File: src/rtl/mycpu_pkg.sv
// mycpu shared definitions: function-select encoding, PC/write-back select
// codes and the packed control word consumed by the datapath.
package mycpu_pkg;

  localparam int DATA_W = 16;

  typedef enum logic [3:0] {
    FS_A     = 4'b0000,
    FS_INC   = 4'b0001,
    FS_ADD   = 4'b0010,
    FS_ADDC  = 4'b0011,
    FS_ADDNB = 4'b0100,
    FS_SUB   = 4'b0101,
    FS_DEC   = 4'b0110,
    FS_RSV7  = 4'b0111,
    FS_AND   = 4'b1000,
    FS_OR    = 4'b1001,
    FS_XOR   = 4'b1010,
    FS_NOT   = 4'b1011,
    FS_B     = 4'b1100,
    FS_SHR   = 4'b1101,
    FS_SHL   = 4'b1110,
    FS_RSVF  = 4'b1111
  } fs_t;

  localparam logic [1:0] PS_HOLD = 2'b00;
  localparam logic [1:0] PS_INC  = 2'b01;
  localparam logic [1:0] PS_BR   = 2'b10;
  localparam logic [1:0] PS_JMP  = 2'b11;

  localparam logic [1:0] MD_F    = 2'b00;
  localparam logic [1:0] MD_B    = 2'b01;
  localparam logic [1:0] MD_IO   = 2'b10;
  localparam logic [1:0] MD_MEM  = 2'b11;

  typedef struct packed {
    logic        il;
    logic [1:0]  ps;
    logic        rw;
    logic [11:0] rs;
    logic        mm;
    logic [1:0]  md;
    logic        mb;
    fs_t         fs;
    logic        wen;
    logic        iom;
  } ctrl_word_t;

endpackage

File: src/rtl/dp_fu.sv
// mycpu function unit: purely combinational 16-bit ALU/shifter with
// zero and negative indications of its result. Carries are discarded.
module dp_fu
  import mycpu_pkg::*;
(
  input  logic [DATA_W-1:0] a,
  input  logic [DATA_W-1:0] b,
  input  fs_t               fs,
  output logic [DATA_W-1:0] f,
  output logic              z,
  output logic              n
);

  // Operation select; unused codes pass A through
  always_comb begin
    f = a;
    case (fs)
      FS_A:     f = a;
      FS_INC:   f = a + 16'd1;
      FS_ADD:   f = a + b;
      FS_ADDC:  f = a + b + 16'd1;
      FS_ADDNB: f = a + ~b;
      FS_SUB:   f = a - b;
      FS_DEC:   f = a - 16'd1;
      FS_AND:   f = a & b;
      FS_OR:    f = a | b;
      FS_XOR:   f = a ^ b;
      FS_NOT:   f = ~a;
      FS_B:     f = b;
      FS_SHR:   f = {1'b0, b[DATA_W-1:1]};
      FS_SHL:   f = {b[DATA_W-2:0], 1'b0};
      default:  f = a;
    endcase
  end

  assign z = (f == '0);
  assign n = f[DATA_W-1];

endmodule

File: src/rtl/dp_core.sv
// mycpu datapath: PC, instruction register, 8x16 register file, function
// unit and the shared memory/IO bus drive.
// Optional build macro DP_FLAG_REG_EN: when defined, Z/N are registered and
// only track ALU results written back; otherwise they follow F combinationally.
module dp_core
  import mycpu_pkg::*;
#(
  parameter logic [15:0] RESET_PC = 16'h0000,
  parameter int          NREGS    = 8
)
(
  input  logic        clk,
  input  logic        rst,
  input  logic        il_in,
  input  logic [1:0]  ps_in,
  input  logic        rw_in,
  input  logic [11:0] rs_in,
  input  logic        mm_in,
  input  logic [1:0]  md_in,
  input  logic        mb_in,
  input  logic [3:0]  fs_in,
  input  logic        wen_in,
  input  logic        iom_in,
  input  logic [15:0] mem_rdata_in,
  input  logic [15:0] io_rdata_in,
  output logic [15:0] ins_out,
  output logic        z_out,
  output logic        n_out,
  output logic [15:0] addr_out,
  output logic [15:0] wdata_out,
  output logic        mem_we_out,
  output logic        io_we_out
);

  ctrl_word_t cw;

  logic [15:0] pc_q, pc_d;
  logic [15:0] ir_q, ir_d;
  logic [15:0] regs_q [NREGS];
  logic [15:0] regs_d [NREGS];

  logic [15:0] a_bus, b_mux, f_bus, d_bus;
  logic        fu_z, fu_n;
  logic signed [5:0] br_off;

  // Bit 3 of each 4-bit register select field carries no meaning
  logic unused_rs;
  assign unused_rs = ^{cw.rs[11], cw.rs[7], cw.rs[3]};

  // Gather the control inputs into one control word
  always_comb begin
    cw     = '0;
    cw.il  = il_in;
    cw.ps  = ps_in;
    cw.rw  = rw_in;
    cw.rs  = rs_in;
    cw.mm  = mm_in;
    cw.md  = md_in;
    cw.mb  = mb_in;
    cw.fs  = fs_t'(fs_in);
    cw.wen = wen_in;
    cw.iom = iom_in;
  end

  // Operand buses: A from the register file, B from register or IR constant
  always_comb begin
    a_bus = regs_q[cw.rs[6:4]];
    b_mux = cw.mb ? {13'b0, ir_q[2:0]} : regs_q[cw.rs[2:0]];
  end

  dp_fu u_fu (
    .a  (a_bus),
    .b  (b_mux),
    .fs (cw.fs),
    .f  (f_bus),
    .z  (fu_z),
    .n  (fu_n)
  );

  // Write-back source select
  always_comb begin
    d_bus = f_bus;
    case (cw.md)
      MD_F:    d_bus = f_bus;
      MD_B:    d_bus = b_mux;
      MD_IO:   d_bus = io_rdata_in;
      MD_MEM:  d_bus = mem_rdata_in;
      default: d_bus = f_bus;
    endcase
  end

  // Bus drive; the two write strobes are mutually exclusive by construction
  always_comb begin
    addr_out   = cw.mm ? a_bus : pc_q;
    wdata_out  = b_mux;
    mem_we_out = ~cw.wen & ~cw.iom;
    io_we_out  = ~cw.wen &  cw.iom;
    ins_out    = ir_q;
  end

  // Next-state for register file, IR and PC; branch offset is {IR[8:6],IR[2:0]}
  always_comb begin
    regs_d = regs_q;
    if (cw.rw) regs_d[cw.rs[10:8]] = d_bus;

    ir_d = cw.il ? mem_rdata_in : ir_q;

    br_off = {ir_q[8:6], ir_q[2:0]};
    pc_d   = pc_q;
    case (cw.ps)
      PS_HOLD: pc_d = pc_q;
      PS_INC:  pc_d = pc_q + 16'd1;
      PS_BR:   pc_d = pc_q + {{10{br_off[5]}}, br_off};
      PS_JMP:  pc_d = a_bus;
      default: pc_d = pc_q;
    endcase
  end

  // Architectural state; reset suppresses every write in the same cycle
  always_ff @(posedge clk) begin
    if (rst) begin
      pc_q <= RESET_PC;
      ir_q <= '0;
      for (int i = 0; i < NREGS; i++) regs_q[i] <= '0;
    end else begin
      pc_q   <= pc_d;
      ir_q   <= ir_d;
      regs_q <= regs_d;
    end
  end

`ifdef DP_FLAG_REG_EN
  logic z_q, z_d, n_q, n_d;
  logic unused_fu_flags;
  assign unused_fu_flags = fu_z ^ fu_n;

  // Flags capture only ALU results that are written back
  always_comb begin
    z_d = z_q;
    n_d = n_q;
    if (cw.rw && (cw.md == MD_F)) begin
      z_d = (d_bus == '0);
      n_d = d_bus[15];
    end
  end

  // Flag registers
  always_ff @(posedge clk) begin
    if (rst) begin
      z_q <= 1'b0;
      n_q <= 1'b0;
    end else begin
      z_q <= z_d;
      n_q <= n_d;
    end
  end

  assign z_out = z_q;
  assign n_out = n_q;
`else
  assign z_out = fu_z;
  assign n_out = fu_n;
`endif

endmodule
File: config.mk
export PLATFORM = sky130hd
export DESIGN_NAME = dp_core
export DESIGN_NICKNAME = d
export VERILOG_FILES = /design/src/rtl/mycpu_pkg.sv /design/src/rtl/dp_fu.sv /design/src/rtl/dp_core.sv
export SDC_FILE = /design/constraint.sdc
export NUM_CORES = 1
export LEC_CHECK = 0
export ABC_AREA = 1
export BUFFER_PORTS_ARGS = -buffer_cell sky130_fd_sc_hd__buf_4
export CAP_MARGIN = 20
export CORE_MARGIN = 2
export CORE_UTILIZATION = 25
export CTS_CLUSTER_SIZE = 10
export DETAILED_ROUTE_END_ITERATION = 8
export GPL_TIMING_DRIVEN = 0
export PLACE_DENSITY = 0.38
export SLEW_MARGIN = 20
export SYNTH_ARGS = -nofsm -noshare
export SYNTH_HDL_FRONTEND = slang
export SYNTH_SLANG_ARGS = --single-unit
File: constraint.sdc
create_clock -name clk -period 6.82 [get_ports clk]
set_clock_uncertainty 0.05 [all_clocks]
set_input_delay 1.364 -clock clk [delete_from_list [all_inputs] [get_ports clk]]
set_output_delay 1.364 -clock clk [all_outputs]
set_load 0.01 [all_outputs]
[Word-level counts from Yosys, hierarchy flattened]
Cells that the tools add are included.
Word-level totals
  logic and storage cells: 71
  bits in latches: 0
  memory bits (read-only): 0
  input bits: 60
  flip-flop bits (word level): 160
  memories: 0
  memory bits (writable): 0
Operators by class
  reductions and logical operators: 4
  multipliers: 0
  magnitude comparators: 4
  bitwise operators: 12
  equal/unequal tests: 19
  div/mod/pow operators: 0
  mux-type cells: 14
  $add $sub $neg: 8
  shift-type cells: 0
Operators by type and width (number)
  16-bit one-hot mux with 13 select lines: 1
  128-bit bitwise mux: 1
  16-bit 2-to-1 mux: 7
  16-bit binary-select mux with 3-bit select: 2
  16-bit one-hot mux with 4 select lines: 1
  16-bit by 1-bit adder with 16-bit output, second input constant: 3
  16-bit adder: 3
  16-bit demux with 3-bit select: 1
  16-bit one-hot mux with 3 select lines: 1
  16-bit inverter: 2
  4-bit equality test, second input constant: 7
  16-bit bitwise AND: 1
  16-bit zero test: 1
  16-bit OR: 1
  16-bit by 1-bit subtractor with 16-bit output, second input constant: 1
  16-bit subtractor: 1
  16-bit XOR: 1
  4-bit by 3-bit equality test with 1-bit output, second input constant: 3
  4-bit greater-or-equal comparator, second input constant: 3
  3-bit inverter with 4-bit output: 3
  2-bit equality test, second input constant: 4
  4-bit by 2-bit equality test with 1-bit output, second input constant: 2
  2-bit by 1-bit equality test with 1-bit output, second input constant: 2
  4-bit by 1-bit equality test with 1-bit output, second input constant: 1
  other kinds (5): 8

[Depth between registers and ports, before layout]
  word-level depth: 10
  depth in mapped cells: 36
  depth with buffers taken out: 33

[Cells and area by module]
A second synthesis with hierarchy kept.
Second synthesis, totals
  cells, all modules: 2553
  area total of the unflattened synthesis: 14785.4 µm²
Modules (own cells, without submodules)
  dp_core: cells each 1697, area an instance 10406.2 µm², instances 1
  dp_fu: cells each 856, area an instance 4379.2 µm², instances 1

[Worst setup path before layout]
Ideal clock, no wire load.
  kind: input -> output
  from: input port rs_in[0]
  to: output port z_out
  setup slack: 0.318 ns
  arrival time: 5.088 ns
  path buffers: 3
  cell stages on the path: 33
  path through: buf_6 > inv_4 > buf_6 > buf_6 > nand2_1 > nand3_1 > nand3_1 > nand3_1 > nand2_1 > ha_1 > inv_1 > nor3_1 > inv_1 > nor2_1 > inv_1 > nor2_1 > a21oi_1 > o31ai_1 > inv_1 > ha_1 > nand2_1 > inv_1 > nand2_1 > nand2_1 > a31oi_1 > nand3_1 > nand3_1 > o2111ai_1 > nor3_1 > o2111ai_2 > nor2_1 > nand2_1 > nor2_1
Between the ends
  word-level cells in the longest chain between the ends: 9
RTL lines
  start, declared: RTL line dp_core.sv:17  | input logic [11:0] rs_in,
  3-bit inverter with 4-bit output (not written as such) (*): RTL line dp_core.sv:68  | b_mux = cw.mb ? {13'b0, ir_q[2:0]} : regs_q[cw.rs[2:0]];
  16-bit binary-select mux with 3-bit select (*): RTL line dp_core.sv:68
  16-bit 2-to-1 mux (not written as such) (*) (2 in series): RTL line dp_core.sv:68
  16-bit 2-to-1 mux (*): RTL line dp_core.sv:68
  via wdata_out[1]: RTL line dp_core.sv:30  | output logic [15:0] wdata_out,
  16-bit adder or 16-bit inverter (tied branches): RTL line dp_fu.sv:20, dp_fu.sv:21, dp_fu.sv:22
  16-bit by 1-bit adder with 16-bit output or 16-bit adder (tied branches): RTL line dp_fu.sv:21, dp_fu.sv:22
  16-bit one-hot mux with 13 select lines (*): RTL line dp_fu.sv:17  | case (fs)
  16-bit zero test (*): RTL line dp_fu.sv:36  | assign z = (f == '0);
  end, declared: RTL line dp_core.sv:27  | output logic z_out,
Mark *: on every way through the listed nets, which the timed path passes. The rest lies on a longest branch. The select of a mux whose other input is x is not followed.

[Final worst setup path]
  from: input port rs_in[0]
  to: output port z_out
Between the ends
  word-level cells in the longest chain between the ends: 9
RTL lines (RTL line)
  3-bit inverter with 4-bit output (not written as such) (*): dp_core.sv:68
  16-bit binary-select mux with 3-bit select (*): dp_core.sv:68
  16-bit 2-to-1 mux (not written as such) (*) (2 in series): dp_core.sv:68
  16-bit 2-to-1 mux (*): dp_core.sv:68
  16-bit adder or 16-bit inverter (tied branches): dp_fu.sv:20, dp_fu.sv:21, dp_fu.sv:22
  16-bit by 1-bit adder with 16-bit output or 16-bit adder (tied branches): dp_fu.sv:21, dp_fu.sv:22
  16-bit one-hot mux with 13 select lines (*): dp_fu.sv:17
  16-bit zero test (*): dp_fu.sv:36
Every way passes the cells marked *; elsewhere a longest branch is shown, timed or not. The select of a mux whose other input is x is not followed.

==> impl_results.md <==
- Switching Power: 0.00131 W
- Count of maximum capacitance violations: 0
- Sequential-to-total area share from yosys stat: 23.3%
- Maximum level of the CTS H-tree: 4
- Internal portion of total power: 0.00197 W
- Clk buf depth: 2
- Fill cells: 6085
- Number of flops mapped to enable cells by yosys: 0
- Ports placed on the boundary: 112
- Fin nets: 2616
- Latest clock arrival within the worst-skew pair: 0.50 ns
- Overall power after layout: 0.00328 W
- Dpl hpwl: 57.0 mm
- Inserted Clock Buffers: 17
- Netlist cell types: 52
- Maximum number of pins on one net before global-route repair: 17
- FF/Latch Area: 3200 µm²
- Failing checks: setup timing
- Area added between synthesis and finish: 27.7%
- Final design instance area without fill: 17500 µm²
- Share of power burned in the clock network: 33.0%
- Vias per std cell: 5.22
- Number of nets in the synthesized netlist: 2417
- Area leader, netlist: sky130_fd_sc_hd__dfxtp_1
- Type of the worst min-delay path: reg2reg
- Via count of the first global-routing pass: 15600
- Dominant cells by area after synthesis: sky130_fd_sc_hd__dfxtp_1 23%, sky130_fd_sc_hd__nand2_1 12%, sky130_fd_sc_hd__inv_1 11%
- Layout cells sized above 1: 18.1%
- DRT Pass-1 Iters: 6
- Wire length of the first global-routing pass: 107 mm
- Type of origin of the critical path: input pin
- Root cell of the clock tree: sky130_fd_sc_hd__clkbuf_16
- GRT Total Usage: 26.2%
- Remaining DRCs: 0
- Slew of the pin with the lowest slew margin: 1.11 ns
- Worst stage delay on the critical path: 0.37 ns
- Utilization after layout: 32.5%
- Post-synthesis sequential element count: 160
- Routability congestion estimate from global placement: 0.961
- Fraction of synthesized cell area taken by the top area cell type: 23.3%
- CTS clk-pin slew, worst paths: 0.07 ns
- Worst slack at placement: -1.45 ns
- DIE HEIGHT: 238 µm
- Worst-case vdd ir drop: 0.222 mV
- Final clock period utilization by the worst path: 101%
- Leak: 8.48 nW
- Switching share of power: 39.9%
- Antenna violations before repair: 0
- Number of warning messages in the yosys log: 0
- Final Max Slew Viols: 0
- IO Port Bufs: 102
- Most common library cell in the layout ignoring fill and taps: sky130_fd_sc_hd__nand2_1
- Post-cts hold buffer count: 0
- Proportion of power drawn by combinational gates: 36.4%
- CP most frequent cell: sky130_fd_sc_hd__nand2_1
- Synthesized netlist cell count: 2292
- Post-route antenna net violation count: 0
- Clock tree from TritonCTS: built
- Share of flip-flops with an asynchronous set or reset after synthesis: 0%
- Max Fanout on Critical Path: 6
- Count of endpoints failing setup in the final report: 1
- Number of sinks on the clock net: 160
- Shortest period the worst path allows: 6.91 ns
- Total overflow reported by the global router: 0
- Placeable Area: 54000 µm²
- Required time of the critical path: 5.41 ns
- Mean area per synthesized cell: 5.99 µm²
- Sum of routed wire length over all layers: 75.4 mm
- Commonest non-fill, non-tap cells in the layout: 406 x sky130_fd_sc_hd__nand2_1, 377 x sky130_fd_sc_hd__inv_1, 244 x sky130_fd_sc_hd__o21ai_0
- Critical path start-end classification: in2out
- Hold violation total from the final report: 0
- Dominant register cell in the synthesized netlist: sky130_fd_sc_hd__dfxtp_1
- Sequential share of power: 30.5%
- Power Density: 187 nW/µm²
- Width of the chip: 238 µm
- Capturing element type of the critical path: output port
- Count of routing violations after the opening detailed-route iteration: 1457
- Slew headroom: 26.0%
- Routed length per instance: 23.5 µm
- Critical Path Slowest Stage Cell: sky130_fd_sc_hd__ha_1
- Row cnt: 85
- Achievable frequency: 145 MHz
- Cell Area, Placed: 15400 µm²
- Fin worst setup slack: -0.0937 ns
- Initial standard-cell utilization of the core: 25.4%
- Run status: complete, but fails checks
- Mapped cell area: 13700 µm²
- Area of the die: 56800 µm²
- Total via count in the routed design: 16700
- Area used by multi-input combinational logic: 9100 µm²
- RSZ-0062 raised after global routing: yes
- Data arrival at the endpoint of the critical path: 5.50 ns
[flip-flops by register name (all words and copies together) (netlist names)]
signal   cells
ins_out     16
regs_q     128
pc_q        16
[what timing repair did]
item,in CTS,in global routing
setup endpoints to repair,2,2
cloned,0,2
resized for setup,155,98
buffers inserted,48,26
pin swaps,50,63
[metal layers]
| layer | up-vias | GRT usage [%] | wire [µm] |
|---|---|---|---|
| met5 | - | 0 | 0 |
| met2 | 645 | 43.1 | 34800 |
| li1 | 7981 | - | - |
| met1 | 7954 | 34.5 | 33300 |
| met4 | 0 | 11.4 | 2900 |
| met3 | 120 | 3.05 | 4330 |
[per-stage QoR]
| step | instances | TNS [ns] | hold WS, ns |
|---|---|---|---|
| 3_3_place_gp | 3090 | -5.09 | 0.439 |
| 6_report | 3201 | -0.0937 | 0.449 |
| 2_1_floorplan | 2292 | 0 | 0.413 |
| 3_5_place_dp | 3092 | -5.74 | 0.440 |
| 4_1_cts | 3172 | -0.0897 | 0.452 |
| 5_1_grt | 3200 | -0.475 | 0.470 |
[worst max-delay path: cells and delay by family]
family,cells,cell delay [ns]
simple gates,21,2.14
buf+inv,8,0.83
compound gates,3,0.61
fa+ha+maj,2,0.53
[worst paths after layout]
kind              cells after the start               startpoint                       to  slack [ns]
setup reg to reg                     29  regs_q[65]$_SDFFE_PP0P_  regs_q[30]$_SDFFE_PP0P_        2.43
hold / removal                        2  ins_out[6]$_SDFFE_PP0P_  ins_out[6]$_SDFFE_PP0P_        0.45
setup / recovery                     34                 rs_in[0]                    z_out       -0.09
hold reg to reg                       2  ins_out[6]$_SDFFE_PP0P_  ins_out[6]$_SDFFE_PP0P_        0.45
[synth_stat cells, types with 4 or more instances]
master                     count
sky130_fd_sc_hd__buf_1         4
sky130_fd_sc_hd__a22oi_1       6
sky130_fd_sc_hd__nor2_2        9
sky130_fd_sc_hd__nand2_1     432
sky130_fd_sc_hd__nand2_2       5
sky130_fd_sc_hd__buf_4         8
sky130_fd_sc_hd__o21ai_0     253
sky130_fd_sc_hd__nand3b_1      5
sky130_fd_sc_hd__a21o_1        4
sky130_fd_sc_hd__clkinv_1      9
sky130_fd_sc_hd__buf_2        21
sky130_fd_sc_hd__o31ai_1       4
sky130_fd_sc_hd__or2_2         6
sky130_fd_sc_hd__ha_1         62
sky130_fd_sc_hd__inv_2        11
sky130_fd_sc_hd__xor2_1        8
sky130_fd_sc_hd__dfxtp_1     160
sky130_fd_sc_hd__a31oi_1       9
sky130_fd_sc_hd__nand4_1      19
sky130_fd_sc_hd__nand3_4       5
sky130_fd_sc_hd__nor3_1       12
sky130_fd_sc_hd__o221ai_1     14
sky130_fd_sc_hd__nor2_1      183
sky130_fd_sc_hd__a211oi_1      5
sky130_fd_sc_hd__buf_6         8
sky130_fd_sc_hd__o22ai_1      21
sky130_fd_sc_hd__nand3_2      17
sky130_fd_sc_hd__a221oi_1     20
sky130_fd_sc_hd__o211ai_1     30
sky130_fd_sc_hd__a21oi_1     248
sky130_fd_sc_hd__clkbuf_1     61
sky130_fd_sc_hd__inv_1       392
sky130_fd_sc_hd__nand3_1     208
[final cells by class]
class                      count  share of cell area (%)
sequential                   160                    18.3
clock inverter                13                   0.999
tap                          696                    4.97
clock buffer                  19                    2.58
timing repair buffer         180                    8.03
multi-input combinational   1617                    51.9
antenna                        1                  0.0143
buffer                       102                    4.16
inverter                     413                    9.12
[cell families (layout without fill, tap and decap cells)]
group | Yosys count | in the layout | share of synthesized area [%]
mux | 1 | 1 | 0.0729
flops | 160 | 160 | 23.3
fa+ha+maj | 65 | 65 | 6.09
compound gates | 625 | 625 | 25.2
xor+xnor | 11 | 11 | 0.702
buf+inv | 515 | 727 | 14.9
other cells | 0 | 1 | 0
simple gates | 915 | 915 | 29.7
[power by group through the flow]
stage          Combinational, W  Clock (W)  Sequential (W)
2_1_floorplan          0.000599          0         0.00102
3_3_place_gp            0.00101          0         0.00102
3_5_place_dp            0.00101          0         0.00102
4_1_cts                 0.00112    0.00111         0.00100
5_1_grt                 0.00129    0.00114         0.00101
6_report                0.00119    0.00108         0.00100
Power figures use the tool's default switching activity.
